File: config.mk
export PLATFORM = sky130hd
export DESIGN_NAME = simd_operand_loader
export DESIGN_NICKNAME = d
export VERILOG_FILES = /design/src/rtl/simd_pkg.sv /design/src/rtl/simd_operand_reg.sv /design/src/rtl/simd_operand_loader.sv
export SDC_FILE = /design/constraint.sdc
export NUM_CORES = 1
export LEC_CHECK = 0
export CORE_AREA = 2 2 230 232
export CTS_BUF_LIST = sky130_fd_sc_hd__clkbuf_16
export DETAILED_ROUTE_END_ITERATION = 16
export DIE_AREA = 0 0 232 234
export PLACE_DENSITY = 0.83
export SLEW_MARGIN = 20
export SYNTH_ARGS = -nofsm -noshare
export SYNTH_HDL_FRONTEND = slang
export SYNTH_SLANG_ARGS = --single-unit
File: constraint.sdc
create_clock -name clk -period 1.57 [get_ports clk]
set_input_delay 0.314 -clock clk [delete_from_list [all_inputs] [get_ports clk]]
set_output_delay 0.314 -clock clk [all_outputs]
set_load 0.03 [all_outputs]
File: src/rtl/simd_pkg.sv
// Shared definitions for the SIMD operand loader: operand/beat geometry,
// element-mode encodings and the loader state enum.
package simd_pkg;

    localparam int SIMD_WIDTH = 256;
    localparam int BEAT_WIDTH = 64;
    localparam int BEATS      = SIMD_WIDTH / BEAT_WIDTH;

    localparam logic [2:0] MODE_8B    = 3'd0;
    localparam logic [2:0] MODE_16B   = 3'd1;
    localparam logic [2:0] MODE_32B   = 3'd2;
    localparam logic [2:0] MODE_64B   = 3'd3;
    localparam logic [2:0] MODE_128B  = 3'd4;
    localparam logic [2:0] MODE_256B  = 3'd5;
    localparam logic [2:0] MODE_RSVD6 = 3'd6;
    localparam logic [2:0] MODE_RSVD7 = 3'd7;

    typedef enum logic [1:0] {
        LS_IDLE   = 2'd0,
        LS_LOAD_A = 2'd1,
        LS_LOAD_B = 2'd2,
        LS_HOLD   = 2'd3
    } loader_state_e;

    // Modes 6 and 7 have no defined element size; the optional check rejects them.
    function automatic logic mode_is_illegal(input logic [2:0] mode);
        return (mode == MODE_RSVD6) || (mode == MODE_RSVD7);
    endfunction

endpackage

File: src/rtl/simd_operand_reg.sv
// Beat-indexed operand register: one BEAT_WIDTH slice written per enabled
// cycle, slice selected by beat_idx (little-endian, beat 0 at the LSBs).
module simd_operand_reg #(
    parameter int SIMD_WIDTH = simd_pkg::SIMD_WIDTH,
    parameter int BEAT_WIDTH = simd_pkg::BEAT_WIDTH,
    parameter int IDX_W      = 2
) (
    input  logic                  clk,
    input  logic                  rst,
    input  logic                  wr_en,
    input  logic [IDX_W-1:0]      beat_idx,
    input  logic [BEAT_WIDTH-1:0] beat_data,
    output logic [SIMD_WIDTH-1:0] data
);

    localparam int NUM_BEATS = SIMD_WIDTH / BEAT_WIDTH;

    // Write the addressed slice; all other slices keep their contents.
    always_ff @(posedge clk) begin
        if (rst) begin
            data <= '0;
        end else begin
            for (int k = 0; k < NUM_BEATS; k++) begin
                if (wr_en && (beat_idx == IDX_W'(k))) begin
                    data[k*BEAT_WIDTH +: BEAT_WIDTH] <= beat_data;
                end
            end
        end
    end

endmodule

File: src/rtl/simd_operand_loader.sv
// SIMD operand loader: accepts a command, assembles operand A then operand B
// from BEAT_WIDTH beats, and holds the pair until the unpack stage takes it.
// Optional macro SIMD_LOADER_MODE_CHECK_EN adds the err port and rejects
// commands with reserved modes 6/7.
//
// state   | meaning
// --------+-----------------------------------------------
// IDLE    | waiting for a command (cmd_ready)
// LOAD_A  | collecting beats of operand A (in_ready)
// LOAD_B  | collecting beats of operand B (in_ready)
// HOLD    | operand set presented (out_valid) until out_ready
module simd_operand_loader #(
    parameter int SIMD_WIDTH = simd_pkg::SIMD_WIDTH,
    parameter int BEAT_WIDTH = simd_pkg::BEAT_WIDTH
) (
    input  logic                  clk,
    input  logic                  rst,
    input  logic                  flush,
    input  logic                  cmd_valid,
    output logic                  cmd_ready,
    input  logic [2:0]            cmd_mode,
    input  logic                  cmd_hi,
    input  logic                  in_valid,
    output logic                  in_ready,
    input  logic [BEAT_WIDTH-1:0] in_data,
    output logic                  out_valid,
    input  logic                  out_ready,
    output logic [SIMD_WIDTH-1:0] A,
    output logic [SIMD_WIDTH-1:0] B,
    output logic [2:0]            data_mode,
    output logic                  hi_flag
`ifdef SIMD_LOADER_MODE_CHECK_EN
    ,
    output logic                  err
`endif
);

    import simd_pkg::*;

    localparam int NUM_BEATS = SIMD_WIDTH / BEAT_WIDTH;
    localparam int CNT_W     = (NUM_BEATS > 1) ? $clog2(NUM_BEATS) : 1;
    localparam logic [CNT_W-1:0] LAST_CNT = CNT_W'(NUM_BEATS - 1);

    localparam logic [1:0] ST_IDLE   = LS_IDLE;
    localparam logic [1:0] ST_LOAD_A = LS_LOAD_A;
    localparam logic [1:0] ST_LOAD_B = LS_LOAD_B;
    localparam logic [1:0] ST_HOLD   = LS_HOLD;

    logic [1:0]       state, state_nxt;
    logic [CNT_W-1:0] cnt, cnt_nxt;
    logic             mode_reject;
    logic             cmd_fire;
    logic             beat_fire;
    logic             last_beat;
    logic             wr_a, wr_b;

`ifdef SIMD_LOADER_MODE_CHECK_EN
    assign mode_reject = mode_is_illegal(cmd_mode);
`else
    assign mode_reject = 1'b0;
`endif

    // Handshake flags are pure state decodes so no input reaches them.
    assign cmd_ready = (state == ST_IDLE);
    assign in_ready  = (state == ST_LOAD_A) || (state == ST_LOAD_B);
    assign out_valid = (state == ST_HOLD);

    // flush cancels whatever handshake coincides with it.
    assign cmd_fire  = cmd_valid && cmd_ready && !flush;
    assign beat_fire = in_valid && in_ready && !flush;
    assign last_beat = (cnt == LAST_CNT);
    assign wr_a      = beat_fire && (state == ST_LOAD_A);
    assign wr_b      = beat_fire && (state == ST_LOAD_B);

    // Next-state and beat-counter decode.
    always_comb begin
        state_nxt = state;
        cnt_nxt   = cnt;
        if (flush) begin
            state_nxt = ST_IDLE;
            cnt_nxt   = '0;
        end else begin
            case (state)
                ST_IDLE: begin
                    if (cmd_valid && !mode_reject) begin
                        state_nxt = ST_LOAD_A;
                        cnt_nxt   = '0;
                    end
                end
                ST_LOAD_A: begin
                    if (in_valid) begin
                        if (last_beat) begin
                            state_nxt = ST_LOAD_B;
                            cnt_nxt   = '0;
                        end else begin
                            cnt_nxt = cnt + CNT_W'(1);
                        end
                    end
                end
                ST_LOAD_B: begin
                    if (in_valid) begin
                        if (last_beat) begin
                            state_nxt = ST_HOLD;
                            cnt_nxt   = '0;
                        end else begin
                            cnt_nxt = cnt + CNT_W'(1);
                        end
                    end
                end
                ST_HOLD: begin
                    if (out_ready) begin
                        state_nxt = ST_IDLE;
                    end
                end
                default: begin
                    state_nxt = ST_IDLE;
                    cnt_nxt   = '0;
                end
            endcase
        end
    end

    // State and counter registers.
    always_ff @(posedge clk) begin
        if (rst) begin
            state <= ST_IDLE;
            cnt   <= '0;
        end else begin
            state <= state_nxt;
            cnt   <= cnt_nxt;
        end
    end

    // Latch command fields on an accepted, legal command only.
    always_ff @(posedge clk) begin
        if (rst) begin
            data_mode <= 3'd0;
            hi_flag   <= 1'b0;
        end else if (cmd_fire && !mode_reject) begin
            data_mode <= cmd_mode;
            hi_flag   <= cmd_hi;
        end
    end

`ifdef SIMD_LOADER_MODE_CHECK_EN
    // One-cycle pulse for an accepted command carrying a reserved mode.
    always_ff @(posedge clk) begin
        if (rst) begin
            err <= 1'b0;
        end else begin
            err <= cmd_fire && mode_reject;
        end
    end
`endif

    simd_operand_reg #(
        .SIMD_WIDTH (SIMD_WIDTH),
        .BEAT_WIDTH (BEAT_WIDTH),
        .IDX_W      (CNT_W)
    ) u_reg_a (
        .clk       (clk),
        .rst       (rst),
        .wr_en     (wr_a),
        .beat_idx  (cnt),
        .beat_data (in_data),
        .data      (A)
    );

    simd_operand_reg #(
        .SIMD_WIDTH (SIMD_WIDTH),
        .BEAT_WIDTH (BEAT_WIDTH),
        .IDX_W      (CNT_W)
    ) u_reg_b (
        .clk       (clk),
        .rst       (rst),
        .wr_en     (wr_b),
        .beat_idx  (cnt),
        .beat_data (in_data),
        .data      (B)
    );

endmodule

After elaboration in Yosys (flattened, before gate mapping)
Index checks and enable logic that the tools add are counted.
{ "word_totals": {"regBits": 520, "output_inout_bits": 519, "wordCells": 60} }
{ "op_classes": {"addsub": 1, "eq_ne": 13, "n_mux": 11, "n_reduce_logical": 23} }
{ "ops": {"columns": ["op", "n"], "rows": [
  ["two-way mux 2 bit", 9],
  ["logical AND 1 bit", 14],
  ["!= test 2 bit (second input constant)", 5],
  ["== test 2 bit (second input constant)", 4],
  ["one-hot mux 2 bit (4 select lines)", 1],
  ["AND reduction 6 bit", 1],
  ["== test 2 x 1 -> 1 bit (second input constant)", 2],
  ["logical NOT 2 bit", 2],
  ["!= test 2 x 1 -> 1 bit (second input constant)", 2],
  ["one-hot mux 2 bit (2 select lines)", 1],
  ["OR reduction 2 bit", 2],
  ["AND reduction 3 bit", 1],
  ["adder 2 x 1 -> 2 bit (second input constant)", 1],
  ["nonzero test 2 bit", 1],
  ["logical NOT 1 bit", 1],
  ["logical OR 1 bit", 1]
]} }

Logic depth before layout (Yosys ltp)
Gate-level depths: netlist of run 1.
{ "depth": {"depth_word": 6, "ltp_mapped": 7, "mapped_depth_nobuf": 5} }

Cells and area by module
Synthesis of run 1 repeated with hierarchy kept, for this count alone.
{ "hier_totals": {"cells_unflattened": 1850, "hier_area_um2": 20614.8} }
{ "modules_own_cells": {"columns": ["mod", "instances", "cells_each", "area_each_um2"], "rows": [
  ["simd_operand_reg", 2, 901, 10069.7],
  ["simd_operand_loader", 1, 48, 475.5]
]} }

Worst setup path after synthesis of run 1
No wires, ideal clock.
{ "synth_timing": {"kind": "register to register", "startpoint": "reg state[0]", "endpoint": "reg u_reg_a.data[242]", "setup_time_ns": 0.129, "t_arrival_ns": 1.759, "slack_ns": -0.318, "path_stages_with_launch": 8, "n_path_buf": 3, "path_cell_list": "dfxtp_1 > inv_1 > ha_1 > buf_2 > nand4_1 > buf_4 > buf_4 > mux2i_1"} }
{ "synth_between": {"elab_chain_cells": 6, "elab_cells_between_ends": 7} }
{ "synth_rtl": {"columns": ["item", "line", "source"], "rows": [
  ["start: declaration", "simd_operand_loader.sv:49", "logic [1:0] state, state_nxt;"],
  ["start signal: assignment", "simd_operand_loader.sv:129", "state <= state_nxt;"],
  ["== test 2 x 1 -> 1 bit or == test 2 bit (tied branches)", "simd_operand_loader.sv:65", "assign in_ready = (state == ST_LOAD_A) || (state == ST_LOAD_B);"],
  ["logical OR 1 bit (*)", "simd_operand_loader.sv:65", null],
  ["via in_ready", "simd_operand_loader.sv:24", "output logic in_ready,"],
  ["logical AND 1 bit (*) (2 in a row)", "simd_operand_loader.sv:70", "assign beat_fire = in_valid && in_ready && !flush;"],
  ["logical AND 1 bit (*)", "simd_operand_loader.sv:72", "assign wr_a = beat_fire && (state == ST_LOAD_A);"],
  ["logical AND 1 bit (*)", "simd_operand_reg.sv:24", "if (wr_en && (beat_idx == IDX_W'(k))) begin"],
  ["end signal: indexed assignment", "simd_operand_reg.sv:25", "data[k*BEAT_WIDTH +: BEAT_WIDTH] <= beat_data;"],
  ["end: declaration", "simd_operand_reg.sv:13", "output logic [SIMD_WIDTH-1:0] data"]
]} }
The timed path passes the listed nets; every way through them passes the cells marked *.
A chain may end at the register's enable or synchronous reset.

Worst setup path after layout of run 1
{ "layout_timing": {"startpoint": "reg state[1]", "endpoint": "reg u_reg_b.data[39]"} }
{ "layout_between": {"elab_chain_cells": 6, "elab_cells_between_ends": 7} }
{ "layout_rtl": {"columns": ["item", "line", "source"], "rows": [
  ["== test 2 x 1 -> 1 bit or == test 2 bit (tied branches)", "simd_operand_loader.sv:65, simd_operand_loader.sv:73", null],
  ["logical OR 1 bit", "simd_operand_loader.sv:65", null],
  ["logical AND 1 bit (2 in a row)", "simd_operand_loader.sv:70", null],
  ["logical AND 1 bit (*)", "simd_operand_loader.sv:73", "assign wr_b = beat_fire && (state == ST_LOAD_B);"],
  ["logical AND 1 bit (*)", "simd_operand_reg.sv:24", null],
  ["end signal: indexed assignment", "simd_operand_reg.sv:25", null],
  ["end: declaration", "simd_operand_reg.sv:13", null]
]} }
Mark *: on every way between the ends. The rest lies on a longest branch, timed or not.

==> results of run 1 <==
power breakdown:
part / total, mW / switching (mW) / internal [mW]
Combinational: 1.45 / 0.692 / 0.754
Clock: 12.0 / 5.29 / 6.73
Sequential: 13.2 / 0.0119 / 13.2
Total: 26.7 / 6.00 / 20.7
area by class of cell:
| class | count | area (um^2) | area share |
|---|---|---|---|
| Antenna cell | 2 | 5.005 | 0.0001699 |
| Clock buffer | 53 | 1326 | 0.04501 |
| Clock inverter | 38 | 272.8 | 0.009257 |
| Inverter | 4 | 17.52 | 0.0005945 |
| Multi-Input combinational cell | 1135 | 9188 | 0.3118 |
| Sequential cell | 520 | 10420 | 0.3535 |
| Tap cell | 688 | 860.8 | 0.02921 |
| Timing Repair Buffer | 779 | 7380 | 0.2504 |
path summary, 6_finish.rpt:
check | startpoint | to | slack, ns | depth (start not counted)
worst max-delay path | state[1]$_SDFFE_PP0P_ | u_reg_b.data[39]$_SDFFE_PP0P_ | -0.24 | 8
worst min-delay path | rst | u_reg_b.data[213]$_SDFFE_PP0P_ | 0.19 | 3
worst max register to register | state[1]$_SDFFE_PP0P_ | u_reg_b.data[39]$_SDFFE_PP0P_ | -0.24 | 8
worst min register to register | u_reg_a.data[153]$_SDFFE_PP0P_ | u_reg_a.data[153]$_SDFFE_PP0P_ | 0.47 | 2
what timing repair did:
action,in CTS,in global routing
endpoints found under the setup margin,956,649
buffers inserted,15,20
pin swaps,2,4
resized for setup,2255,46
gates cloned,12,26
routing by layer:
metal  global-route usage  vias to the layer above  routed length [um]
met5                    0                        -                   0
met4              0.09115                        0                2368
met1               0.2931                     7884               30850
met2               0.4118                      588               35470
met3              0.04475                      144                4551
li1                     -                     7324                   -
flip-flops by register name (all words and copies together), names as in the netlist:
signal,count
u_reg_a.data,256
cnt,2
hi_flag,1
u_reg_b.data,256
state,2
data_mode,3
synthesized netlist by cell type:
cell type,number,area share
nor2b_2,1,0.00042
a2bb2oi_1,1,0.00042
nor2_1,4,0.00072
buf_4,22,0.0080
and4_4,1,0.00054
dfxtp_1,520,0.50
nand3_1,2,0.00048
o31ai_1,1,0.00036
buf_6,60,0.033
nor2b_1,2,0.00060
o41ai_1,1,0.00042
o21ai_0,1,0.00024
inv_1,4,0.00072
nand2_1,3,0.00054
nand3b_1,1,0.00036
buf_2,4,0.00096
mux2i_1,519,0.25
buf_1,61,0.011
nor2_4,1,0.00054
nand4_1,8,0.0024
nand2b_1,576,0.17
nor3_1,1,0.00024
and4_1,1,0.00042
clkbuf_1,39,0.0070
o211ai_1,2,0.00072
ha_1,9,0.0054
worst min-delay path, delay by kind of cell:
family	cells	cell delay, ns
AND/OR/NAND/NOR	1	0.14
multiplexers	1	0.06
buffers and inverters	1	0.21
kinds of logic (layout without fill, tap and decap cells):
group	count (synthesis)	in the layout
DFF	520	520
adders and majority gates	9	9
buffers and inverters	190	874
other	0	2
and+or+nand+nor	601	601
AOI/OAI and AO/OA	6	6
muxes	519	519
metrics by stage:
step	worst slack (ns)	instance area [um^2]	util	setup TNS [ns]
6_report	-0.2439	29470	0.5664	-65.19
5_1_grt	-0.3107	29470	0.5664	-94.04
4_1_cts	-0.2506	28490	0.5476	-39.09
3_5_place_dp	-0.5237	27750	0.5333	-227.69
3_3_place_gp	-0.4857	27750	0.5333	-211.40
2_1_floorplan	-0.009800	20800	-	-0.5880
==> results.md, run 1 <==
- Max stage delay on crit path: 0.35 ns
- Crit path DAT: 2.26 ns
- RSZ-0062 raised after global routing: yes
- CTS tree: yes
- Initial antenna violation count: 2
- Die area: 54290 um^2
- DIE HEIGHT: 234 um
- Initial DRC Count: 864
- Worst setup margin: -0.2439 ns
- Register area share after synthesis: 0.5012
- Vias in the first global route: 16090
- Crit path max-delay family: buffers and inverters
- Status: complete, but fails checks
- Final hold violations: 0
- DR WL/cell: 22.75 um
- Max Fclk: 551.3 MHz
- Fin crit period: 1.814 ns
- Mapped cell area: 20770 um^2
- PwrDens: 905.8 nW/um^2
- Rows: 84
- Crit Path Class: register to register
- Core box area: 52020 um^2
- Fin crit share: 1.155
- Critical path's most frequent cell: buf_4
- Grt ovf: 0
- Final hold slack: 0.1914 ns
- Cells after Synth: 1845
- Compound-Gate Fraction of Synth Area: 0.002169
- VDD IR-drop max: 0.7446 mV
- Vias: 15940
- FF+latch count, synth: 520
- Commonest non-fill, non-tap cell in the layout: nand2b_1
- Later-pin clock latency in the skew report: 0.59 ns
- Largest net degree at the start of global routing: 55
- Skew final: 0.01431 ns
- Slew headroom: 0.6390
- Worst-path maximum fanout: 9
- GRT Total Usage: 0.2379
- Post-route DRC: 0
- Worst setup SP type: register
- Final std cells w/o fill: 3219
- Worst-path cell chain: inv_2 -> ha_4 -> buf_4 -> nand4_1 -> buf_12 -> buf_4 -> buf_16 -> mux2i_1
- CTS Buf Count: 53
- ANT nets after route: 0
- Final setup viols: 510
- Root Driver: clkbuf_16
- Die X: 232 um
- First-pass GRT wire length: 99.32 mm
- Fill cell count: 4322
- Hold-fix buffers at CTS: 0
- Xor/xnor share of the synthesized area: 0
- Clock sinks: 520
- Placed instance count: 3056
- Via/cell ratio: 4.952
- Max_cap viols: 0
- Worst setup EP type: register
- Leak pwr: 15.00 nW
- Ratio of cells with drive above 1 in the final layout: 0.3144
- Failing checks: negative setup slack
- Commonest non-fill, non-tap cells in the layout: nand2b_1, dfxtp_1, mux2i_1
- Clk slew on worst S/H paths: 0.06 ns
- Worst hold path class: input pin to register
- Slew @ Worst Pin: 0.5415 ns
- Area share of fa/ha/maj cells after synthesis: 0.005422
- Placed wire-length estimate: 44.35 mm
- Worst EP required: 2.02 ns
- Final nets: 2576
- Mapped Nets: 1928
- Area Overhead vs Synth: 41.88%
- Initial Util: 0.3992
- YS warnings: 0
- Max clock buf depth: 3
- IO buf count: 592
- Total chip power: 26.69 mW
- Simple-gate share of the synthesized area: 0.1808
- Post-synthesis cell type count: 26
- TritonRoute pass-1 iters: 7
- Top-Level Pins: 593
- GP Congestion: 0.8469
- Slowest CP cell: dfxtp_2
- H-tree depth: 2
- Routed WL: 73.24 mm
- CP Buf/Inv Count: 5
- Multiplexer share of the synthesized area: 0.2501
- Syn Area/Cell: 11.26 um^2
- Pins Over Slew Limit: 0
- Main combinational cell family by area after synthesis: multiplexers
No activity file was read; power rests on OpenSTA's default activity.
==> run 2: changes to the inputs <==
- CAP_MARGIN: default -> 20
==> results of run 2 <==
The final DEF is identical to that of run 1; final timing and power are the same.
==> run 3: changes to the inputs <==
- CORE_AREA: 2 2 230 232 -> 2 2 231 233
- CTS_BUF_LIST: sky130_fd_sc_hd__clkbuf_16 -> sky130_fd_sc_hd__clkbuf_4 sky130_fd_sc_hd__clkbuf_8
- DIE_AREA: 0 0 232 234 -> 0 0 233 235
- PLACE_DENSITY: 0.83 -> 0.82
==> run 3 against run 2 <==
Worst hold slack got worse by 0.0048 ns. Design area rose by 3.8%. Combinational power barely moved. Setup slack got worse by 0.16 ns. Via count rose by 3.3%. The run still ends with negative setup slack left. Maximum frequency fell by 8.2%. Register-to-register slack got worse by 0.16 ns. Global-route usage rose by 0.71 points. Total power rose by 2.5%. Critical path depth rose by 1. First-iteration DRC count rose by 7.9%. Sequential power barely moved.
==> results.md, run 3 (synthesis gave the netlist of run 1 again) <==
- Status: complete, but fails checks
- Failing checks: negative setup slack
- CTS tree: yes
- Final setup viols: 518
- Top-Level Pins: 593
- Clk slew on worst S/H paths: 0.07 ns
- Fill cell count: 4255
- IO buf count: 592
- Max stage delay on crit path: 0.37 ns
- Worst hold path class: input pin to register
- Flop-to-flop setup slack: -0.40 ns
- Utilization of the core after routing: 0.5854
- Final hold violations: 0
- R2r endpoint: u_reg_b.data[46]$_SDFFE_PP0P_
- Routed WL: 79.54 mm
- RSZ-0062 raised after global routing: yes
- Worst setup margin: -0.4049 ns
- Max clock buf depth: 3
- H-tree depth: 3
- Levels on crit path: 9
- Worst-path maximum fanout: 8
- Leak pwr: 15.56 nW
- CP Buf/Inv Count: 6
- Final hold slack: 0.1867 ns
- Worst setup SP type: register
- Rows: 84
- Clock sinks: 520
- Worst EP required: 2.12 ns
- Die X: 233 um
- Slowest CP cell: dfxtp_2
- Largest registers: u_reg_a.data (256), u_reg_b.data (256), data_mode (3)
- Slew @ Worst Pin: 0.6092 ns
- Worst-path cell chain: inv_2 -> ha_4 -> buf_4 -> buf_6 -> nand4_1 -> buf_6 -> buf_6 -> buf_12 -> mux2i_1
- Fin crit share: 1.258
- Vias: 16470
- GRT Total Usage: 0.2450
- Hold Path Depth: 3
- Pins Over Slew Limit: 0
- Crit path DAT: 2.53 ns
- RR Startpoint: state[0]$_SDFFE_PP0P_
- Max Fclk: 506.4 MHz
- Area Overhead vs Synth: 47.24%
- DIE HEIGHT: 235 um
- Crit Path Class: register to register
- Max_cap viols: 0
- Commonest non-fill, non-tap cells in the layout: nand2b_1, mux2i_1, dfxtp_1
- Crit path max-delay family: buffers and inverters
- Critical path's most frequent cell: buf_6
- Post-route DRC: 0
- Commonest non-fill, non-tap cell in the layout: nand2b_1
- Core box area: 52240 um^2
- Placed wire-length estimate: 44.46 mm
- Ratio of cells with drive above 1 in the final layout: 0.3633
- GP Congestion: 0.8177
- Grt ovf: 0
- Vias in the first global route: 16390
- PwrDens: 894.8 nW/um^2
- Largest net degree at the start of global routing: 62
- Worst r2r path cells: 9
- HP Start: rst
- Slew headroom: 0.5939
- CTS Buf Count: 85
- End of the worst hold path: u_reg_b.data[30]$_SDFFE_PP0P_
- VDD IR-drop max: 0.7141 mV
- Final nets: 2611
- Total chip power: 27.36 mW
- Worst setup EP type: register
- DR WL/cell: 24.22 um
- Initial Util: 0.3976
- Initial antenna violation count: 3
- ANT nets after route: 0
- Final instance area: 30580 um^2
- Via/cell ratio: 5.016
- First-pass GRT wire length: 101.6 mm
- Die area: 54760 um^2
- Fin crit period: 1.975 ns
- Placed cell areas: 27590 um^2
- TritonRoute pass-1 iters: 5
- Initial DRC Count: 932
- Skew final: 0.03168 ns
- Root Driver: clkbuf_8
- Later-pin clock latency in the skew report: 0.69 ns
## run 3: repair_timing
item	4_1_cts	5_1_grt
hold buffers	0	0
setup buffers	10	33
resized for setup	3232	167
endpoints found under the setup margin	880	560
cloned	15	33
pin swaps	2	2
## run 3: tightest hold or removal path: stages
cell and delay (ns):
buf_8 0.19, nand2b_1 0.20, mux2i_1 0.12
## run 3: metrics by stage
stage / instances / worst slack (ns) / setup TNS, ns
after floorplan: 1845 / -0.009800 / -0.5880
final: 3284 / -0.4049 / -98.34
after detailed placement: 3045 / -0.4905 / -210.65
after global placement: 3045 / -0.4425 / -199.60
after global routing: 3284 / -0.4211 / -110.84
after CTS: 3222 / -0.3654 / -31.08
## run 3: per-layer routing
metal,global-route usage,share of wire,vias up
li1,-,-,7427
met1,0.2909,0.42,8139
met2,0.4103,0.47,698
met3,0.05740,0.069,207
met4,0.1268,0.046,0
met5,0,0,-
## run 3: how the worst max path moves through the flow
stage / startpoint / endpoint / slack, ns
6_report: state[0]$_SDFFE_PP0P_ / u_reg_b.data[46]$_SDFFE_PP0P_ / -0.40
3_3_place_gp: in_valid / u_reg_a.data[93]$_SDFFE_PP0P_ / -0.44
2_1_floorplan: state[1]$_SDFFE_PP0P_ / u_reg_a.data[10]$_SDFFE_PP0P_ / -0.01
5_1_grt: state[0]$_SDFFE_PP0P_ / u_reg_b.data[46]$_SDFFE_PP0P_ / -0.42
3_5_place_dp: in_valid / u_reg_b.data[240]$_SDFFE_PP0P_ / -0.49
4_1_cts: state[0]$_SDFFE_PP0P_ / in_ready / -0.37
## run 3: cell type report
class	instances	area, um^2	share of cell area
clock buffers	139	1719	0.05622
clock inverters	13	107.6	0.003519
inverters	4	17.52	0.0005728
flip-flops and latches	520	10490	0.3430
multi-input cells	1135	9206	0.3011
well taps	688	860.8	0.02815
repair buffers	782	8173	0.2673
diodes	3	7.507	0.0002455
## run 3: power by group
| group | total (mW) | switching (mW) | internal, mW |
|---|---|---|---|
| clock | 12.7 | 5.60 | 7.08 |
| combinational | 1.45 | 0.713 | 0.740 |
| sequential | 13.2 | 0.0142 | 13.2 |
